**config.mk**
```make
export PLATFORM = sky130hd
export DESIGN_NAME = arb_mux
export DESIGN_NICKNAME = d
export VERILOG_FILES = /design/src/rtl/arb_mux.sv
export SDC_FILE = /design/constraint.sdc
export NUM_CORES = 1
export LEC_CHECK = 0
export ABC_AREA = 1
export BUFFER_PORTS_ARGS = -buffer_cell sky130_fd_sc_hd__buf_2
export CAP_MARGIN = 40
export CORE_UTILIZATION = 48
export CTS_CLUSTER_SIZE = 28
export DETAILED_ROUTE_END_ITERATION = 8
export GPL_TIMING_DRIVEN = 0
export PLACE_DENSITY_LB_ADDON = 0.12
export REMOVE_ABC_BUFFERS = 1
export SLEW_MARGIN = 0
export SYNTH_ARGS = -nofsm -noshare
export SYNTH_HDL_FRONTEND = slang
export SYNTH_SLANG_ARGS = --single-unit
```
**constraint.sdc**
```tcl
create_clock -name clk -period 4.21 [get_ports clk]
set_input_delay 0.842 -clock clk [delete_from_list [all_inputs] [get_ports clk]]
set_output_delay 0.842 -clock clk [all_outputs]
set_load 0.05 [all_outputs]
```
**src/rtl/arb_mux.sv**
```systemverilog
// ============================================================================
// arb_mux -- parametrised N:1 channel selector with valid/ready handshakes
//
// Picks one of CHANNELS producer streams, either by an external index (fixed
// mode) or by round-robin arbitration, and holds the winning word in a
// one-entry output register until the consumer takes it. A drain and a new
// accept can happen in the same cycle, so one word per cycle flows when the
// consumer keeps out_ready high.
//
// Optional feature macro: ARB_MUX_LOCK_EN
//   When defined, a `lock` input is present. A round-robin accept with lock=1
//   pins the grant to the last winner until an accept with lock=0 (or any
//   fixed-mode accept) releases it.
//
// Ports:
//   clk        in   rising-edge clock
//   rst_n      in   asynchronous active-low reset
//   mode       in   0 = fixed select via sel, 1 = round-robin
//   sel        in   channel index used in fixed mode (>= CHANNELS never grants)
//   in_valid   in   per-channel valid
//   in_data    in   flattened channel data, channel i at [i*WIDTH +: WIDTH]
//   in_ready   out  per-channel ready, one-hot or zero
//   out_valid  out  output register holds a word
//   out_data   out  registered data word
//   out_chan   out  index of the channel that supplied out_data
//   out_ready  in   consumer takes the word when high with out_valid
//   lock       in   grant lock request (ARB_MUX_LOCK_EN only)
// ============================================================================
module arb_mux #(
    parameter int  WIDTH    = 8,
    parameter int  CHANNELS = 4,
    localparam int SEL_W    = $clog2(CHANNELS)
) (
    input  logic                      clk,
    input  logic                      rst_n,
    input  logic                      mode,
    input  logic [SEL_W-1:0]          sel,
    input  logic [CHANNELS-1:0]       in_valid,
    input  logic [CHANNELS*WIDTH-1:0] in_data,
    output logic [CHANNELS-1:0]       in_ready,
    output logic                      out_valid,
    output logic [WIDTH-1:0]          out_data,
    output logic [SEL_W-1:0]          out_chan,
    input  logic                      out_ready
`ifdef ARB_MUX_LOCK_EN
    ,
    input  logic                      lock
`endif
);

    logic             out_valid_q, out_valid_d;
    logic [WIDTH-1:0] out_data_q,  out_data_d;
    logic [SEL_W-1:0] out_chan_q,  out_chan_d;
    // Last round-robin winner; the scan starts just above it.
    logic [SEL_W-1:0] ptr_q,       ptr_d;
`ifdef ARB_MUX_LOCK_EN
    logic             locked_q,    locked_d;
`endif

    logic             space;
    logic             grant_vld;
    logic [SEL_W-1:0] grant;
    logic             accept;
    logic [WIDTH-1:0] grant_data;

    // The register can take a word if it is empty or being drained this cycle.
    assign space  = !out_valid_q || out_ready;
    assign accept = space && grant_vld;

    always_comb begin
        grant_vld = 1'b0;
        grant     = '0;
        if (!mode) begin
            // Comparing against every legal index means an out-of-range sel
            // simply matches nothing.
            for (int i = 0; i < CHANNELS; i++) begin
                if (!grant_vld && sel == SEL_W'(i) && in_valid[i]) begin
                    grant_vld = 1'b1;
                    grant     = SEL_W'(i);
                end
            end
        end
`ifdef ARB_MUX_LOCK_EN
        else if (locked_q) begin
            for (int i = 0; i < CHANNELS; i++) begin
                if (!grant_vld && ptr_q == SEL_W'(i) && in_valid[i]) begin
                    grant_vld = 1'b1;
                    grant     = SEL_W'(i);
                end
            end
        end
`endif
        else begin
            // Two ascending passes give the wrapped order ptr+1 .. N-1, 0 .. ptr.
            for (int i = 0; i < CHANNELS; i++) begin
                if (!grant_vld && SEL_W'(i) > ptr_q && in_valid[i]) begin
                    grant_vld = 1'b1;
                    grant     = SEL_W'(i);
                end
            end
            for (int i = 0; i < CHANNELS; i++) begin
                if (!grant_vld && SEL_W'(i) <= ptr_q && in_valid[i]) begin
                    grant_vld = 1'b1;
                    grant     = SEL_W'(i);
                end
            end
        end
    end

    always_comb begin
        grant_data = '0;
        for (int i = 0; i < CHANNELS; i++) begin
            if (grant == SEL_W'(i)) begin
                grant_data = in_data[i*WIDTH +: WIDTH];
            end
        end
    end

    // Ready is forced low while reset is held so no producer sees a handshake.
    always_comb begin
        in_ready = '0;
        for (int i = 0; i < CHANNELS; i++) begin
            in_ready[i] = rst_n && accept && (grant == SEL_W'(i));
        end
    end

    always_comb begin
        out_valid_d = out_valid_q;
        out_data_d  = out_data_q;
        out_chan_d  = out_chan_q;
        ptr_d       = ptr_q;
`ifdef ARB_MUX_LOCK_EN
        locked_d    = locked_q;
`endif
        if (accept) begin
            out_valid_d = 1'b1;
            out_data_d  = grant_data;
            out_chan_d  = grant;
            if (mode) begin
                ptr_d = grant;
            end
`ifdef ARB_MUX_LOCK_EN
            locked_d = mode && lock;
`endif
        end else if (out_valid_q && out_ready) begin
            out_valid_d = 1'b0;
        end
    end

    always_ff @(posedge clk or negedge rst_n) begin
        if (!rst_n) begin
            out_valid_q <= 1'b0;
            out_data_q  <= '0;
            out_chan_q  <= '0;
            ptr_q       <= SEL_W'(CHANNELS - 1);
`ifdef ARB_MUX_LOCK_EN
            locked_q    <= 1'b0;
`endif
        end else begin
            out_valid_q <= out_valid_d;
            out_data_q  <= out_data_d;
            out_chan_q  <= out_chan_d;
            ptr_q       <= ptr_d;
`ifdef ARB_MUX_LOCK_EN
            locked_q    <= locked_d;
`endif
        end
    end

    assign out_valid = out_valid_q;
    assign out_data  = out_data_q;
    assign out_chan  = out_chan_q;

endmodule

```
# [Yosys cells after proc, flatten, opt, wreduce, memory -nomap -nowiden]
# Index checks and enable logic that the tools add are counted.
[classes] reduce_logical=45 eq_ne=6 n_mux=40 magnitude_cmp=8
[ops] operator="$mux W8" count=4
[ops] operator="$logic_and A1 B1 Y1" count=29
[ops] operator="$mux W1" count=27
[ops] operator="$mux W2" count=9
[ops] operator="$logic_not A1 Y1" count=11
[ops] operator="$eq A2 B2 Y1 const B" count=4
[ops] operator="$eq A2 B1 Y1 const B" count=2
[ops] operator="$gt A1 B2 Y1 const A" count=2
[ops] operator="$gt A2 B2 Y1 const A" count=2
[ops] operator="$le A1 B2 Y1 const A" count=2
[ops] operator="$le A2 B2 Y1 const A" count=2
[ops] operator="$logic_not A2 Y1" count=2
[ops] operator="$reduce_and A2 Y1" count=1
[ops] operator="$reduce_bool A2 Y1" count=1
[ops] operator="$logic_or A1 B1 Y1" count=1
[totals] register_bits=13 out_inout_bits=15 wordCells=103

# [Longest topological paths before layout]
[depth] ltp_word=44 ltp_mapped=13 mapped_depth_nobuf=13

# [Worst setup path before layout]
# OpenSTA, ideal clock, no wires.
[synth_timing] path_type="input to output" startpoint="input port sel[0]" endpoint="output port in_ready[0]" path_slack_ns=0.591 cell_stages=9 t_required_ns=3.368 n_path_buf=1 arrival_ns=2.777 path_cell_list="inv_1 > nor3_1 > inv_1 > nand3_1 > o21ai_1 > a21oi_2 > buf_4 > nand2_1 > nor3_1"
[synth_via] elab_chain_cells=22
[synth_rtl] element="start, declared" line="37" source="input logic [SEL_W-1:0] sel,"
[synth_rtl] element="$logic_not A2 Y1" line="77" source="if (!grant_vld && sel == SEL_W'(i) && in_valid[i]) begin"
[synth_rtl] element="$logic_and A1 B1 Y1" line="77"
[synth_rtl] element="$mux W1" line="77"
[synth_rtl] element="$mux W1" line="73" source="if (!mode) begin"
[synth_rtl] element="$logic_not A1 Y1" line="77"
[synth_rtl] element="$logic_and A1 B1 Y1 (2 in series)" line="77"
[synth_rtl] element="$mux W1" line="77"
[synth_rtl] element="$mux W1" line="73"
[synth_rtl] element="(+4 left out)"
[synth_rtl] element="$mux W1" line="73"
[synth_rtl] element="$logic_not A1 Y1" line="77"
[synth_rtl] element="$logic_and A1 B1 Y1 (2 in series)" line="77"
[synth_rtl] element="$mux W1" line="77"
[synth_rtl] element="$mux W1" line="73"
[synth_rtl] element="$logic_and A1 B1 Y1" line="68" source="assign accept = space && grant_vld;"
[synth_rtl] element="$logic_and A1 B1 Y1" line="123" source="in_ready[i] = rst_n && accept && (grant == SEL_W'(i));"
[synth_rtl] element="$logic_and A1 B1 Y1 (*)" line="123"
[synth_rtl] element="end, declared" line="40" source="output logic [CHANNELS-1:0] in_ready,"
# Every way passes the cells marked *; elsewhere a longest branch is shown, timed or not. The select of a mux whose other input is x is not followed.

# [Worst setup path after layout]
[layout_timing] startpoint="input port in_valid[0]" endpoint="output port in_ready[3]"
[layout_via] elab_chain_cells=41
[layout_rtl] element="start, declared" line="38" source="input logic [CHANNELS-1:0] in_valid,"
[layout_rtl] element="$logic_and A1 B1 Y1" line="96" source="if (!grant_vld && SEL_W'(i) > ptr_q && in_valid[i]) begin"
[layout_rtl] element="$mux W1" line="96"
[layout_rtl] element="$mux W1" line="73"
[layout_rtl] element="$logic_not A1 Y1" line="96"
[layout_rtl] element="$logic_and A1 B1 Y1 (2 in series)" line="96"
[layout_rtl] element="$mux W1" line="96"
[layout_rtl] element="$mux W1" line="73"
[layout_rtl] element="$logic_not A1 Y1" line="96"
[layout_rtl] element="(+23 left out)"
[layout_rtl] element="$mux W1" line="73"
[layout_rtl] element="$logic_not A1 Y1" line="102" source="if (!grant_vld && SEL_W'(i) <= ptr_q && in_valid[i]) begin"
[layout_rtl] element="$logic_and A1 B1 Y1 (2 in series)" line="102"
[layout_rtl] element="$mux W1" line="102"
[layout_rtl] element="$mux W1" line="73"
[layout_rtl] element="$logic_and A1 B1 Y1" line="68"
[layout_rtl] element="$logic_and A1 B1 Y1" line="123"
[layout_rtl] element="$logic_and A1 B1 Y1 (*)" line="123"
# Marks and branches as above.

==> qor.yml <==
logic_synthesis:
  synth.avg_cell_area_um2: 6.574
  yosysUniqueCellTypes: 21
  synthAdderAreaFrac_pct: 0
  synth.area.mux_share_pct: 0
  synth-compound-area-share_pct: 6.113
  ys_ff_latch: 13
  synth_xor_area_share_pct: 0
  yosysSeqAreaShare_pct: 30.22
  synth_top_family_by_area: "simple AND/OR/NAND/NOR gates"
  yosys.area_share.simple_pct: 52.02
  yosys-top-cells-area: "dfrtp_1, nand3_1, nand2_1, inv_1, nor2_1"
  syn_inst: 165
  ys_warn_count: 0
  yosysTopAreaCellShare_pct: 25.37
  mappedNetlistArea_mm2: 0.001085
  synth_top_area_cell: "dfrtp_1"
timing:
  max_freq_mhz: 283.4
  rsz0062_at_grt: "no"
  relSlewSlack_pct: 53.39
  setup_violations: 0
  tns_ns: 0
  clock_skew_ns: 0.005283
  finalHoldViolations: 0
  drv_slew: 0
  worstMarginPinSlew_ns: 0.6992
  post-route-period-util_pct: 83.82
  hold_slack_ns: 0.4511
  fin_crit_ns: 3.529
clock_network:
  cts_root_buf: "clkbuf_4"
  cts_made_buffers: 3
  cts_tree: "yes"
  clock_latency_ns: 0.28
  cts_setup_buffers: 0
  cts_buffer_depth: 2
  path_clk_slew_ns: 0.09
  post_cts_resized: 0
  clkSinkCount: 13
  cts_hold_buf: 0
  htree_levels: 1
global_routing:
  gr-total-overflow: 0
  grt_use_met2_pct: 40.09
  grt_max_degree: 22
  grt_use_total_pct: 23.00
  busiest_layer: "met2"
  grt_pass1_wl_mm: 4.402
  grt_pass1_vias: 1095
  met1_usage_pct: 27.75
  use_met3_pct: 4.321
  antenna_found_initial: 0
floorplan:
  io_pins: 57
  dieArea_mm2: 0.002454
  die_h_um: 49.54
  placementRows: 16
  start_util_pct: 53.12
  die_x_um: 49.54
  core_mm2: 0.002042
routing:
  vias: 1250
  wl_per_cell_um: 10.90
  dr.pass1.iters: 4
  drt_iter0_drc: 25
  routed_wl_mm: 2.681
  postRouteAntennaNets: 0
  drc: 0
  post_drt_via_cell_ratio: 5.081
placement:
  dp_hpwl_mm: 2.054
  place_inst: 242
  port_buffers: 56
  gp_congestion: 0.8349
critical_path:
  critical_path.slowest_cell: "inv_1"
  timing.critical_path.from: "in_valid[0]"
  reg2reg_to: "out_data[2]"
  path_class: "input port to output port"
  max_stage_delay_ns: 0.40
  worstPathRequired_ns: 3.37
  crit_path_end: "in_ready[3]"
  rr_worst_depth: 13
  cp_cell_sequence: "buf_2 -> inv_1 -> nand4_4 -> nor2_1 -> nand2_1 -> nand3_1 -> nand2_2 -> inv_1 -> nand2_2 -> nor2_1 -> buf_2"
  timing.rr.start: "ptr_q[1]"
  worst_setup_path_end_kind: "output port"
  arrival_ns: 2.69
  start_kind: "input port"
  cp_max_fo: 21
  reg2reg_slack_ns: 1.84
final_layout:
  fin_nets: 262
  final_common_cell: "buf_2"
  fin_cells: 246
  layout-drive-gt1-share_pct: 35.62
  antenna_cells: 0
  n_fill_cell: 193
  area_growth_pct: 26.99
  mostFrequentLayoutCells: "buf_2, nand3_1, nand2_1"
run_status:
  status: "finished clean"
run:
  max_cap_viol_count: 0
worst_hold_path:
  hp-class: "input port to asynchronous set/reset pin"
power:
  power.density_mw_per_mm2: 413.1
  leakage_nw: 0.7839
  vdd_drop_max_uv: 233.7
[critical path, delay by kind of cell]
kind / cells / cell delay, ns
simple gates: 7 / 0.95
buf+inv: 4 / 0.88
[routing by layer]
layer / share of wire [%] / up-vias
li1: - / 640
met1: 44 / 551
met2: 49 / 55
met3: 5.7 / 4
met4: 1.4 / 0
met5: 0 / -
[power by group]
part           switching (mW)  leakage (nW)  internal (mW)
Sequential             0.0171         0.148          0.159
Combinational           0.224         0.621         0.0891
Clock                  0.0428        0.0150         0.0367
[registers in the layout, indices dropped and copies added (netlist names)]
| signal | cells |
|---|---|
| out_data | 8 |
| out_chan | 2 |
| ptr_q | 2 |
| out_valid | 1 |
[worst min-delay path by stage]
stage,startpoint,to,slack (ns)
2_1_floorplan,ptr_q[0],ptr_q[0],0.47
3_3_place_gp,out_data[2],out_data[2],0.46
3_5_place_dp,out_data[2],out_data[2],0.47
4_1_cts,rst_n,out_valid,0.46
5_1_grt,rst_n,out_valid,0.47
6_report,rst_n,out_valid,0.45
[through the flow]
step / power [mW] / util, % / cell area [µm²] / worst slack [ns]
2_1_floorplan: 0.4113 / - / 1037 / 0.5158
5_1_grt: 0.6067 / 67.46 / 1378 / 0.4887
4_1_cts: 0.5727 / 67.46 / 1378 / 0.6856
6_report: 0.5691 / 67.46 / 1378 / 0.6810
3_3_place_gp: 0.4843 / 66.18 / 1351 / 0.7331
3_5_place_dp: 0.4923 / 66.18 / 1351 / 0.6946
[cell type report]
cell class                      count  area [µm²]  share of cell area [%]
Timing Repair Buffer               56       280.3                   20.35
Clock buffer                        4       26.28                   1.907
Tap cell                           27       33.78                   2.452
Inverter                           21       78.83                   5.722
Sequential cell                    13       327.8                   23.80
Multi-Input combinational cell    125       630.6                   45.78
[synth_stat cells]
cell and instances:
a21oi_1 1, a21oi_2 1, buf_2 2, buf_4 2, buf_6 2, dfrtp_1 11, dfstp_2 2, inv_1 21
nand2_1 35, nand2_2 4, nand3_1 38, nand4_1 2, nand4_4 1, nor2_1 18, nor2_2 3, nor2_8 2
nor3_1 4, o21ai_0 2, o21ai_1 7, o31ai_1 1, or2_2 6
[logic make-up (layout without fill, tap and decap cells)]
logic type	after synthesis	in the layout
flip-flops	13	13
buffers and inverters	27	81
AND/OR/NAND/NOR	113	113
AO/OA/AOI/OAI	12	12
Power figures use the tool's default switching activity.
